## src/rtl/mul_issue.sv

```systemverilog
// Issue stage for RV32 M-extension multiplies: accepts a decoded request, drives an
// external multiplier, and returns a tagged response, short-circuiting zero operands.
module mul_issue #(
  parameter bit          SINGLE_CYCLE = 1'b0,
  localparam int unsigned XLEN        = 32,
  localparam int unsigned TAG_W       = 5,
  localparam int unsigned F3_W        = 3,
  localparam int unsigned SMODE_W     = 2
) (
  input  logic               clk,
  input  logic               reset_n,
  input  logic               req_valid_i,
  output logic               req_ready_o,
  input  logic [F3_W-1:0]    funct3_i,
  input  logic [XLEN-1:0]    rs1_i,
  input  logic [XLEN-1:0]    rs2_i,
  input  logic [TAG_W-1:0]   tag_i,
  output logic               enable_o,
  output logic [XLEN-1:0]    first_operand_o,
  output logic [XLEN-1:0]    second_operand_o,
  output logic [SMODE_W-1:0] signed_mode_o,
  output logic               mul_low_o,
  output logic               single_cycle_o,
  input  logic               hold_i,
  input  logic [XLEN-1:0]    result_i,
  output logic               rsp_valid_o,
  input  logic               rsp_ready_i,
  output logic [XLEN-1:0]    rsp_data_o,
  output logic [TAG_W-1:0]   rsp_tag_o,
  output logic               rsp_err_o
);

  typedef enum logic [2:0] {
    S_IDLE = 3'b001,
    S_BUSY = 3'b010,
    S_RESP = 3'b100
  } state_e;

  state_e state_q, state_d;

  logic [XLEN-1:0]    op1_q, op1_d;
  logic [XLEN-1:0]    op2_q, op2_d;
  logic [TAG_W-1:0]   tag_q, tag_d;
  logic [SMODE_W-1:0] smode_q, smode_d;
  logic               low_q, low_d;
  logic [XLEN-1:0]    data_q, data_d;
  logic               err_q, err_d;

  logic accept_c;
  logic illegal_c;
  logic zero_c;
  logic shortcut_c;

  assign accept_c   = req_valid_i & req_ready_o;
  assign illegal_c  = funct3_i[2];
  assign zero_c     = (rs1_i == '0) || (rs2_i == '0);
  // Illegal ops and zero operands both skip the multiplier entirely
  assign shortcut_c = illegal_c | zero_c;

  always_ff @(posedge clk or negedge reset_n) begin
    if (!reset_n) begin
      state_q <= S_IDLE;
    end else begin
      state_q <= state_d;
    end
  end

  always_comb begin
    state_d = state_q;
    case (state_q)
      S_IDLE: begin
        if (accept_c) state_d = shortcut_c ? S_RESP : S_BUSY;
      end
      S_BUSY: begin
        if (!hold_i) state_d = S_RESP;
      end
      S_RESP: begin
        if (accept_c)         state_d = shortcut_c ? S_RESP : S_BUSY;
        else if (rsp_ready_i) state_d = S_IDLE;
      end
      default: state_d = S_IDLE;
    endcase
  end

  always_comb begin
    req_ready_o = 1'b0;
    enable_o    = 1'b0;
    rsp_valid_o = 1'b0;
    case (state_q)
      S_IDLE: req_ready_o = 1'b1;
      S_BUSY: enable_o    = 1'b1;
      S_RESP: begin
        rsp_valid_o = 1'b1;
        req_ready_o = rsp_ready_i;
      end
      default: ;
    endcase
  end

  // Request capture and result latch; nothing changes while BUSY except the result
  always_comb begin
    op1_d   = op1_q;
    op2_d   = op2_q;
    tag_d   = tag_q;
    smode_d = smode_q;
    low_d   = low_q;
    data_d  = data_q;
    err_d   = err_q;
    if (accept_c) begin
      op1_d  = rs1_i;
      op2_d  = rs2_i;
      tag_d  = tag_i;
      err_d  = illegal_c;
      data_d = '0;
      case (funct3_i)
        3'b000:  {smode_d, low_d} = {2'b00, 1'b1};
        3'b001:  {smode_d, low_d} = {2'b11, 1'b0};
        3'b010:  {smode_d, low_d} = {2'b01, 1'b0};
        3'b011:  {smode_d, low_d} = {2'b00, 1'b0};
        default: {smode_d, low_d} = {2'b00, 1'b0};
      endcase
    end else if ((state_q == S_BUSY) && !hold_i) begin
      data_d = result_i;
    end
  end

  always_ff @(posedge clk or negedge reset_n) begin
    if (!reset_n) begin
      op1_q   <= '0;
      op2_q   <= '0;
      tag_q   <= '0;
      smode_q <= '0;
      low_q   <= 1'b0;
      data_q  <= '0;
      err_q   <= 1'b0;
    end else begin
      op1_q   <= op1_d;
      op2_q   <= op2_d;
      tag_q   <= tag_d;
      smode_q <= smode_d;
      low_q   <= low_d;
      data_q  <= data_d;
      err_q   <= err_d;
    end
  end

  assign first_operand_o  = op1_q;
  assign second_operand_o = op2_q;
  assign signed_mode_o    = smode_q;
  assign mul_low_o        = low_q;
  assign rsp_data_o       = data_q;
  assign rsp_tag_o        = tag_q;
  assign rsp_err_o        = err_q;
  assign single_cycle_o   = SINGLE_CYCLE;

endmodule

```

## config.mk

```make
export PLATFORM = sky130hd
export DESIGN_NAME = mul_issue
export DESIGN_NICKNAME = d
export VERILOG_FILES = /design/src/rtl/mul_issue.sv
export SDC_FILE = /design/constraint.sdc
export NUM_CORES = 1
export LEC_CHECK = 0
export ABC_AREA = 1
export BUFFER_PORTS_ARGS = -buffer_cell sky130_fd_sc_hd__buf_2
export CAP_MARGIN = 20
export CORE_MARGIN = 5
export CORE_UTILIZATION = 40
export CTS_CLUSTER_SIZE = 12
export DETAILED_ROUTE_END_ITERATION = 12
export HOLD_SLACK_MARGIN = 0.06
export PLACE_DENSITY = 0.81
export SLEW_MARGIN = 20
export SYNTH_ARGS = -nofsm -noshare
export SYNTH_HDL_FRONTEND = slang
export SYNTH_SLANG_ARGS = --single-unit
export TNS_END_PERCENT = 20
```

## constraint.sdc

```tcl
create_clock -name clk -period 3.9 [get_ports clk]
set_clock_uncertainty 0.05 [all_clocks]
set_input_delay 0.195 -clock clk [delete_from_list [all_inputs] [get_ports clk]]
set_output_delay 0.195 -clock clk [all_outputs]
set_load 0.05 [all_outputs]
```

Yosys cells after proc, flatten, opt, wreduce, memory -nomap -nowiden
Cells that the tools add are included.
Word-level totals
  memory bits (writable): 0
  memories kept: 0
  latch bits: 0
  register bits after elaboration: 108
  bits in read-only memories: 0
  output and inout bits: 109
  input bits: 109
  word-level logic and storage cells: 39
Cells by class
  bitwise operators: 2
  shift operators: 0
  reduce and logical (&&, ||, !) cells: 8
  $mul: 0
  order comparisons: 0
  eq/ne operators: 8
  add/subtract/negate cells: 0
  div/mod/pow operators: 0
  muxes and demuxes: 13
Operators with widths (number)
  $logic_not A32 Y1: 2
  $mux W32: 2
  $mux W3: 5
  $pmux W3 S3: 1
  $eq A3 B1 Y1 const B: 2
  $eq A3 B2 Y1 const B: 2
  $ne A2 B2 Y1 const B: 2
  $pmux W2 S2: 1
  $eq A3 B3 Y1 const B: 1
  $logic_not A3 Y1: 1
  $mux W1: 3
  $ne A3 B3 Y1 const B: 1
  $reduce_and A3 Y1: 1
  $pmux W1 S2: 1
  $reduce_bool A2 Y1: 1
  $and A1 B1 Y1: 1
  $logic_and A1 B1 Y1: 1
  $logic_not A1 Y1: 1
  $logic_or A1 B1 Y1: 1
  $or A1 B1 Y1: 1

Depth between registers and ports, before layout
Gate-level depths: netlist (run 1).
  depth after elaboration: 6
  mapped depth: 11

Worst setup path before layout (run 1)
Ideal clock, no wire load.
  path type: register -> register
  start point: register state_q[2]
  end point: register data_q[22], in the netlist rsp_data_o[22]
  slack: 1.849 ns
  path buffers: 1
  arrival: 1.880 ns
  required time: 3.729 ns
  stages on the path, launching flop included: 8
  path through: dfrtp_1 -> nor3_2 -> inv_1 -> nor2_2 -> nor2_2 -> buf_2 -> a22oi_1 -> inv_1
On the way
  cells in the longest elaborated chain, start to end: 4
  elaborated cells between the ends (all ways): 8
  those cells by class: eq/ne (3); mux (2); bitwise (1); reduce/logical (2)
RTL lines
  start: declaration: line 39  | state_e state_q, state_d;
  start signal: assignment: line 64  | state_q <= state_d;
  $eq A3 B3 Y1 or $eq A3 B1 Y1 (tied branches): line 89  | case (state_q)
  $pmux W1 S2: line 89
  $and A1 B1 Y1: line 54  | assign accept_c = req_valid_i & req_ready_o;
  $mux W32 or $reduce_bool A2 Y1 (tied branches)
  end signal: assignment: line 142  | data_q <= data_d;
  end: declaration: line 46  | logic [XLEN-1:0] data_q, data_d;
Parallel ways exist; a longest one is shown, timed or not.
A chain may end at the register's enable or synchronous reset.

Worst setup path in the final report (run 1)
  start point: register state_q[0]
  end point: register low_q, in the netlist mul_low_o
On the way
  cells in the longest elaborated chain, start to end: 3
  elaborated cells between the ends (all ways): 4
  those cells by class: eq/ne (2); mux (1); bitwise (1)
RTL lines
  $eq A3 B3 Y1 or $eq A3 B1 Y1 (tied branches): line 89
  $pmux W1 S2 *: line 89
  $and A1 B1 Y1 *: line 54
  end signal: assignment: line 141  | low_q <= low_d;
  end: declaration: line 45  | logic low_q, low_d;
Every way passes the cells marked *; elsewhere a longest branch is shown, timed or not.

==> results by group, run 1 <==
Synth
  – Synth cell types: 21
  – Mapped Nets: 607
  – Mapped Area: 4419 µm²
  – Seq/Total Area, Yosys: 0.6118
  – Synth warn: 0
  – Seq cells post-synth: ~110
  – Syn Inst Count: 498
  – Syn_area_per_cell: 8.874 µm²

Routing
  – Via count: 4424
  – Total iterations of the first detailed-routing run: 5
  – Routed Antenna Nets: 0
  – Via/cell ratio: 4.628
  – DR WL/cell: between 10 and 15 µm
  – Drt total wl: 14300 µm
  – Residual DRC: 0
  – Initial drt markers: 257

Timing
  – F_max: 402.0 MHz
  – Period utilization: 0.6378
  – RSZ-0062 raised after global routing: false
  – Tmin final: 2.487 ns
  – Endpoints failing setup: 0
  – Sum of negative setup slack: 0 ns
  – Max_slew headroom: 0.4647
  – Max-slew violations: 0
  – Hold slack: 0.08317 ns
  – Worst slew pin tran: 0.8029 ns
  – Final count of hold timing violations: 0
  – Setup ws final: 1.413 ns

Clock tree
  – Post-CTS Hold Fix Bufs: around 100
  – Clock buffer depth: 2
  – Skew-Pair Late Insertion Delay: 0.34 ns
  – CTS Root Cell: clkbuf_8
  – Clock Sinks: 108
  – CTS tree: built
  – Postcts setup bufs: 0
  – Clock edge transition at the registers on the reported setup and hold paths: 0.10 ns
  – Post-CTS sizing: 0
  – # H-tree levels: 3
  – CTS Buf Count: 9

Global routing
  – Aggregate global routing overflow: 0
  – Pin count of the biggest net entering global routing: 64
  – Tot GR Track Use: 0.2166
  – Global-route wire length before repair: 22810 µm
  – Initial antenna violation count: 0
  – Vias in the first global route: 4643

Place
  – Placer congestion estimate: 0.7869
  – DP Worst Slack: 1.441 ns
  – Port-buffer cells: 216
  – DP HPWL: 9230 µm

Worst hold path
  – Type of the most critical hold path: primary input to flip-flop

Power
  – Power Density: 802.5 nW/µm²
  – VDD IR max: 0.4306 mV
  – Leakage: 4.036 nW

Cells and area
  – # fillers: 895
  – Layout cells sized above 1: 0.3006
  – NumNets Final: 919
  – Layout area overhead: 54.90%

Floorplanning
  – Die area: 13250 µm²
  – Core Footprint: approximately 11000 µm²
  – Die H: ~120 µm
  – I/O pin count: 218
  – Die X-Extent: 115.1 µm
  – Std cell rows: 38
  – Initial Util: 0.4077

Flow run
  – Max-cap viol count: 0

Critical path
  – Crit path kind: flip-flop to flip-flop
  – WP data required: 4.11 ns
  – Critical path fanouts, max: 60
  – Reg2Reg Setup Slack: 1.41 ns
  – Worst EP arrival: 2.70 ns
  – Crit path launch type: flip-flop
  – CP Capture Type: flip-flop

Outcome
  – Status: complete, no violations
state kept, by name, summed over array words and instances, names as in the netlist:
| name | count |
|---|---|
| first_operand_o | 32 |
| rsp_data_o | 32 |
| second_operand_o | 32 |
| rsp_tag_o | 5 |
| state_q | 3 |
| signed_mode_o | 2 |
| mul_low_o | 1 |
| rsp_err_o | 1 |
per-layer routing:
| layer | track usage | share of wire | routed length, µm | up-vias |
|---|---|---|---|---|
| met1 | 0.2648 | 0.40 | 5771 | 2070 |
| met3 | 0.05368 | 0.071 | 1012 | 24 |
| li1 | - | - | - | 2156 |
| met2 | 0.3708 | 0.51 | 7237 | 174 |
| met5 | 0 | 0 | 0 | - |
| met4 | 0.08059 | 0.020 | 281 | 0 |
power by group:
group	switching [mW]	internal, mW	leakage, nW
Sequential	0.243	1.56	1.39
Clock	0.397	0.329	0.111
Combinational	2.31	0.657	2.54
final cells by class:
| class | count | area, µm² | share of cell area |
|---|---|---|---|
| Clock inverter | 6 | 78.83 | 0.01152 |
| Tap cell | 140 | 175.2 | 0.02559 |
| Clock buffer | 10 | 137.6 | 0.02011 |
| Inverter | 73 | 274.0 | 0.04003 |
| Antenna cell | 1 | 2.502 | 0.0003656 |
| Sequential cell | 108 | 2704 | 0.3950 |
| Timing Repair Buffer | 323 | 2152 | 0.3144 |
| Multi-Input combinational cell | 295 | 1321 | 0.1930 |
cell usage in the layout (no fill, tap or decap), types with 2 or more instances in the layout:
| master | n |
|---|---|
| buf_2 | 215 |
| nand2_1 | 180 |
| dfrtp_1 | 107 |
| dlygate4sd3_1 | 101 |
| inv_1 | 71 |
| o21ai_0 | 36 |
| a22oi_1 | 32 |
| nor2_1 | 31 |
| clkbuf_8 | 10 |
| buf_4 | 6 |
| nand4_1 | 5 |
| nand3_1 | 3 |
| inv_2 | 2 |
| nor2_2 | 2 |
| inv_8 | 2 |
| clkinv_4 | 2 |
synthesized netlist by cell type, drive strengths merged:
cell type | instances | area [µm²]
a21oi | 1 | 16.27
a22oi | 32 | 240.2
buf | 16 | 97.59
clkbuf | 6 | 22.52
conb | 1 | 3.750
dfrtp | 107 | 2678
dfstp | 1 | 26.28
inv | 73 | 274.0
nand2 | 180 | 675.7
nand3 | 3 | 15.01
nand4 | 5 | 31.28
nor2 | 33 | 128.9
nor3 | 2 | 15.01
o21a | 1 | 7.510
o21ai | 36 | 180.2
o31ai | 1 | 7.510
stage by stage:
step	cells	util	cell area, µm²	power, mW
2_1_floorplan	498	-	4419	3.965
3_3_place_gp	838	0.5180	5615	4.646
3_5_place_dp	838	0.5180	5615	4.706
4_1_cts	955	0.6312	6843	5.526
5_1_grt	955	0.6312	6843	5.803
6_report	956	0.6315	6845	5.494
worst paths after layout:
kind / from / endpoint / depth (start not counted)
setup / recovery: state_q[0]$_DFFE_PN1P_ / mul_low_o$_DFFE_PN0P_ / 8
hold reg to reg: first_operand_o[19]$_DFFE_PN0P_ / first_operand_o[19]$_DFFE_PN0P_ / 2
hold / removal: rs1_i[15] / first_operand_o[15]$_DFFE_PN0P_ / 3
setup reg to reg: state_q[0]$_DFFE_PN1P_ / mul_low_o$_DFFE_PN0P_ / 8
max in group asynchronous: reset_n / state_q[0]$_DFFE_PN1P_ / 3
min in group asynchronous: reset_n / second_operand_o[9]$_DFFE_PN0P_ / 2
critical path: stages, from the launching register on:
cell and delay [ns]:
dfstp_2 0.56, inv_2 0.04, nor2_1 0.08, nand2_1 0.13
a21oi_4 0.16, buf_4 0.40, inv_2 0.42, buf_12 0.33
o31ai_1 0.21
cells by family (layout without fill, tap and decap cells):
| kind of cell | after synthesis | count (layout) | share of synthesized area |
|---|---|---|---|
| buffers and inverters | 95 | 412 | 0.08919 |
| and+or+nand+nor | 223 | 223 | 0.1959 |
| AOI/OAI and AO/OA | 71 | 71 | 0.1022 |
| other | 1 | 2 | 0.0008486 |
| DFF | 108 | 108 | 0.6118 |
(Power assumes the default switching activity.)
==> run 2, diff against run 1 <==
--- a/config.mk
+++ b/config.mk
@@ -5,7 +5,7 @@
 export SDC_FILE = /design/constraint.sdc
 export NUM_CORES = 1
 export LEC_CHECK = 0
-export ABC_AREA = 1
+export ABC_AREA = 0
 export BUFFER_PORTS_ARGS = -buffer_cell sky130_fd_sc_hd__buf_2
 export CAP_MARGIN = 20
 export CORE_MARGIN = 5
@@ -13,7 +13,7 @@
 export CTS_CLUSTER_SIZE = 12
 export DETAILED_ROUTE_END_ITERATION = 12
 export HOLD_SLACK_MARGIN = 0.06
-export PLACE_DENSITY = 0.81
+export PLACE_DENSITY = 0.84
 export SLEW_MARGIN = 20
 export SYNTH_ARGS = -nofsm -noshare
 export SYNTH_HDL_FRONTEND = slang
==> constraint.sdc (replaced) <==
create_clock -name clk -period 2.1 [get_ports clk]
set_clock_uncertainty 0.05 [all_clocks]
set_input_delay 0.105 -clock clk [delete_from_list [all_inputs] [get_ports clk]]
set_output_delay 0.105 -clock clk [all_outputs]
set_load 0.05 [all_outputs]
==> run 2 against run 1 <==
Critical path depth down 4. Combinational power is 100% higher. Sequential share of layout area shrank 0.69 points. Count of clock-buffer cells in the layout grew 2. Critical path type unchanged. Critical endpoint is now rsp_tag_o[3]$_DFFE_PN0P_. Largest cell class unchanged.
==> results by group, run 2 <==
Synth
  – Post-synth EDFFs: 0 (unchanged)
  – Mapped Nets: 460 (-24%)
  – Seq/Total Area, Yosys: 0.6046 (-0.007190)
  – Synth Area in Adders: 0 (unchanged)
  – Syn_area_per_cell: 12.74 µm² (+44%)
  – Post-synth top cells: dfrtp_1 (107), nand2_1 (69), mux2_2 (47)
  – Cell with the most instances after synthesis: dfrtp_1
  – Synth warn: 0 (unchanged)
  – Area leader, netlist: dfrtp_1
  – Post-synth top flop: dfrtp_1
  – Seq cells post-synth: 108 (unchanged)
  – XOR/XNOR Fraction of Synth Area: 0.001959 (+0.001959)
  – Mapped Area: 4472 µm² (+1.2%)
  – Ranking of synthesized cells by area: dfrtp_1 (60%), mux2_2 (12%), mux2_4 (7.7%)
  – Synth cell types: 32 (+52%)
  – Synth Area in Compound Gates: 0.05596 (-0.04625)
  – Syn Inst Count: 351 (-30%)
  – Portion of netlist area occupied by mux cells: 0.1956 (+0.1956)
  – Post-Synth Simple-Gate Area: 0.1083 (-0.08764)
  – Post-synth ARST share: 1.000 (unchanged)
  – Largest family of logic cells by synthesized area: multiplexers
  – Yosys top cell area share: 0.5988 (-0.007120)

Routing
  – Post-Route M1 WL: 5316 µm (-7.9%)
  – Via/cell ratio: 4.915 (+6.2%)
  – Met2 wire len: 7598 µm (+5.0%)
  – Residual DRC: 0 (unchanged)
  – Routed wl met3: 914 µm (-9.7%)
  – Via count: 4035 (-8.8%)
  – DR WL/cell: 17.36 µm (+16%)
  – Total iterations of the first detailed-routing run: 4 (-1)
  – DR top layer: met4
  – Routed Antenna Nets: 0 (unchanged)
  – Initial drt markers: 206 (-20%)
  – Drt total wl: 14250 µm (-0.37%)

Floorplanning
  – I/O pin count: 218 (unchanged)
  – Initial Util: 0.4107 (+0.003046)
  – Core Footprint: 10890 µm² (+0.44%)
  – Std cell rows: 38 (unchanged)
  – Die X-Extent: 115.7 µm (+0.54%)
  – Die area: 13390 µm² (+1.1%)
  – Die H: 115.7 µm (+0.54%)

Global routing
  – Global-route wire length before repair: 22180 µm (-2.8%)
  – Initial antenna violation count: 0 (unchanged)
  – Vias in the first global route: 4473 (-3.7%)
  – Tot GR Track Use: 0.2127 (-0.003819)
  – Pin count of the biggest net entering global routing: 47 (-27%)
  – Aggregate global routing overflow: 0 (unchanged)

Clock tree
  – Skew-Pair Late Insertion Delay: 0.35 ns (about the same)
  – CTS tree: built
  – CTS Buf Count: 9 (unchanged)
  – # H-tree levels: 3 (unchanged)
  – Post-CTS sizing: 0 (unchanged)
  – Clock buffer depth: 2 (unchanged)
  – Postcts setup bufs: 0 (unchanged)
  – CTS Root Cell: clkbuf_8
  – Clock edge transition at the registers on the reported setup and hold paths: 0.10 ns (about the same)
  – Clock Sinks: 108 (unchanged)

Timing
  – Endpoints failing setup: 0 (unchanged)
  – F_max: 522.6 MHz (+30%)
  – Final count of hold timing violations: 0 (unchanged)
  – Max-slew violations: 0 (unchanged)
  – Tmin final: 1.913 ns (-0.5740 ns)
  – Sum of negative setup slack: 0 ns (unchanged)
  – RSZ-0062 raised after global routing: false
  – Period utilization: 0.9111 (+0.2733)

Place
  – Port-buffer cells: 216 (unchanged)
  – Placer congestion estimate: 0.8155 (+3.6%)
  – DP HPWL: 9005 µm (-2.4%)

Critical path
  – Worst r2r dst: rsp_tag_o[3]$_DFFE_PN0P_
  – Worst Reg-to-Reg Cells: 4 (-4)
  – Worst EP arrival: 2.11 ns (-0.59 ns)
  – Critical path fanouts, max: 45 (-25%)
  – Crit path launch type: flip-flop
  – Crit path kind: flip-flop to flip-flop
  – Reg2Reg Setup Slack: 0.19 ns (-1.23 ns)
  – WP data required: 2.29 ns (-1.82 ns)
  – CP Capture Type: flip-flop
  – Crit Reg-Reg Startpoint: state_q[0]$_DFFE_PN1P_

Power
  – VDD IR max: 1.027 mV (+140%)
  – Leakage: 3.430 nW (-15%)
  – Final Power: 10.64 mW (+94%)
  – Power Density: 1527 nW/µm² (+90%)

Cells and area
  – Layout cells sized above 1: 0.4631 (+0.1625)
  – NumNets Final: 782 (-15%)
  – Commonest non-fill, non-tap cell in the layout: buf_2
  – Commonest non-fill, non-tap cells in the layout: buf_2 (215), dfrtp_1 (107), dlygate4sd3_1 (107)
  – Layout area overhead: 55.79%

Flow run
  – Max-cap viol count: 0 (unchanged)

Outcome
  – Status: complete, no violations

Worst hold path
  – Type of the most critical hold path: primary input to asynchronous set/reset pin
run 2: cell type report:
cell class	count	area (µm²)
Sequential cell	108	2704
Clock buffer	12	145.1
Timing Repair Buffer	331	2252
Fill cell	801	3921
Clock inverter	4	48.80
Tap cell	140	175.2
Multi-Input combinational cell	222	1630
Inverter	1	3.754
Antenna cell	3	7.507
run 2: timing repair:
item | CTS | global route
hold buffers | 107 | 0
setup endpoints to repair | 0 | 0
hold endpoints to repair | 214 | 0
run 2: worst max path at each step:
stage	start	endpoint	slack [ns]
after global placement	state_q[0]$_DFFE_PN1P_	first_operand_o[24]$_DFFE_PN0P_	0.25
after floorplan	state_q[0]$_DFFE_PN1P_	first_operand_o[0]$_DFFE_PN0P_	0.31
after global routing	state_q[0]$_DFFE_PN1P_	first_operand_o[27]$_DFFE_PN0P_	0.13
after detailed placement	state_q[0]$_DFFE_PN1P_	second_operand_o[9]$_DFFE_PN0P_	0.20
after CTS	state_q[0]$_DFFE_PN1P_	second_operand_o[9]$_DFFE_PN0P_	0.19
final	state_q[0]$_DFFE_PN1P_	rsp_tag_o[3]$_DFFE_PN0P_	0.19
run 2: per-stage QoR:
step | area [µm²] | hold WS, ns | utilization | cells | setup WS (ns)
after floorplan | 4472 | -0.2406 | - | 351 | 0.3065
after global placement | 5694 | -0.05494 | 0.5230 | 695 | 0.2513
after detailed placement | 5694 | -0.05125 | 0.5230 | 695 | 0.1950
after CTS | 6959 | 0.08602 | 0.6392 | 818 | 0.1861
after global routing | 6959 | 0.09550 | 0.6392 | 818 | 0.1291
final | 6967 | 0.09740 | 0.6399 | 821 | 0.1866
run 2: cell families (layout without fill, tap and decap cells):
| family | after synthesis | after routing |
|---|---|---|
| flops | 108 | 108 |
| simple gates | 107 | 107 |
| mux | 70 | 70 |
| compound gates | 43 | 43 |
| buf+inv | 21 | 348 |
| other cells | 1 | 4 |
| xor+xnor | 1 | 1 |
run 2: layer usage:
layer	global-route usage	up-vias
li1	-	1865
met2	0.3947	193
met3	0.04282	34
met1	0.2292	1943
met4	0.1067	0
met5	0	-
run 2: critical path: stages (launching register included):
cell and delay (ns):
dfstp_2 0.63, and3b_2 0.25, o21bai_4 0.18, buf_12 0.30, mux2_2 0.37
run 2: report_power, final:
group	switching (mW)	total (mW)	leakage, nW	internal (mW)
clock	0.667	1.25	0.100	0.585
combinational	4.18	6.00	1.99	1.82
sequential	0.475	3.38	1.34	2.91
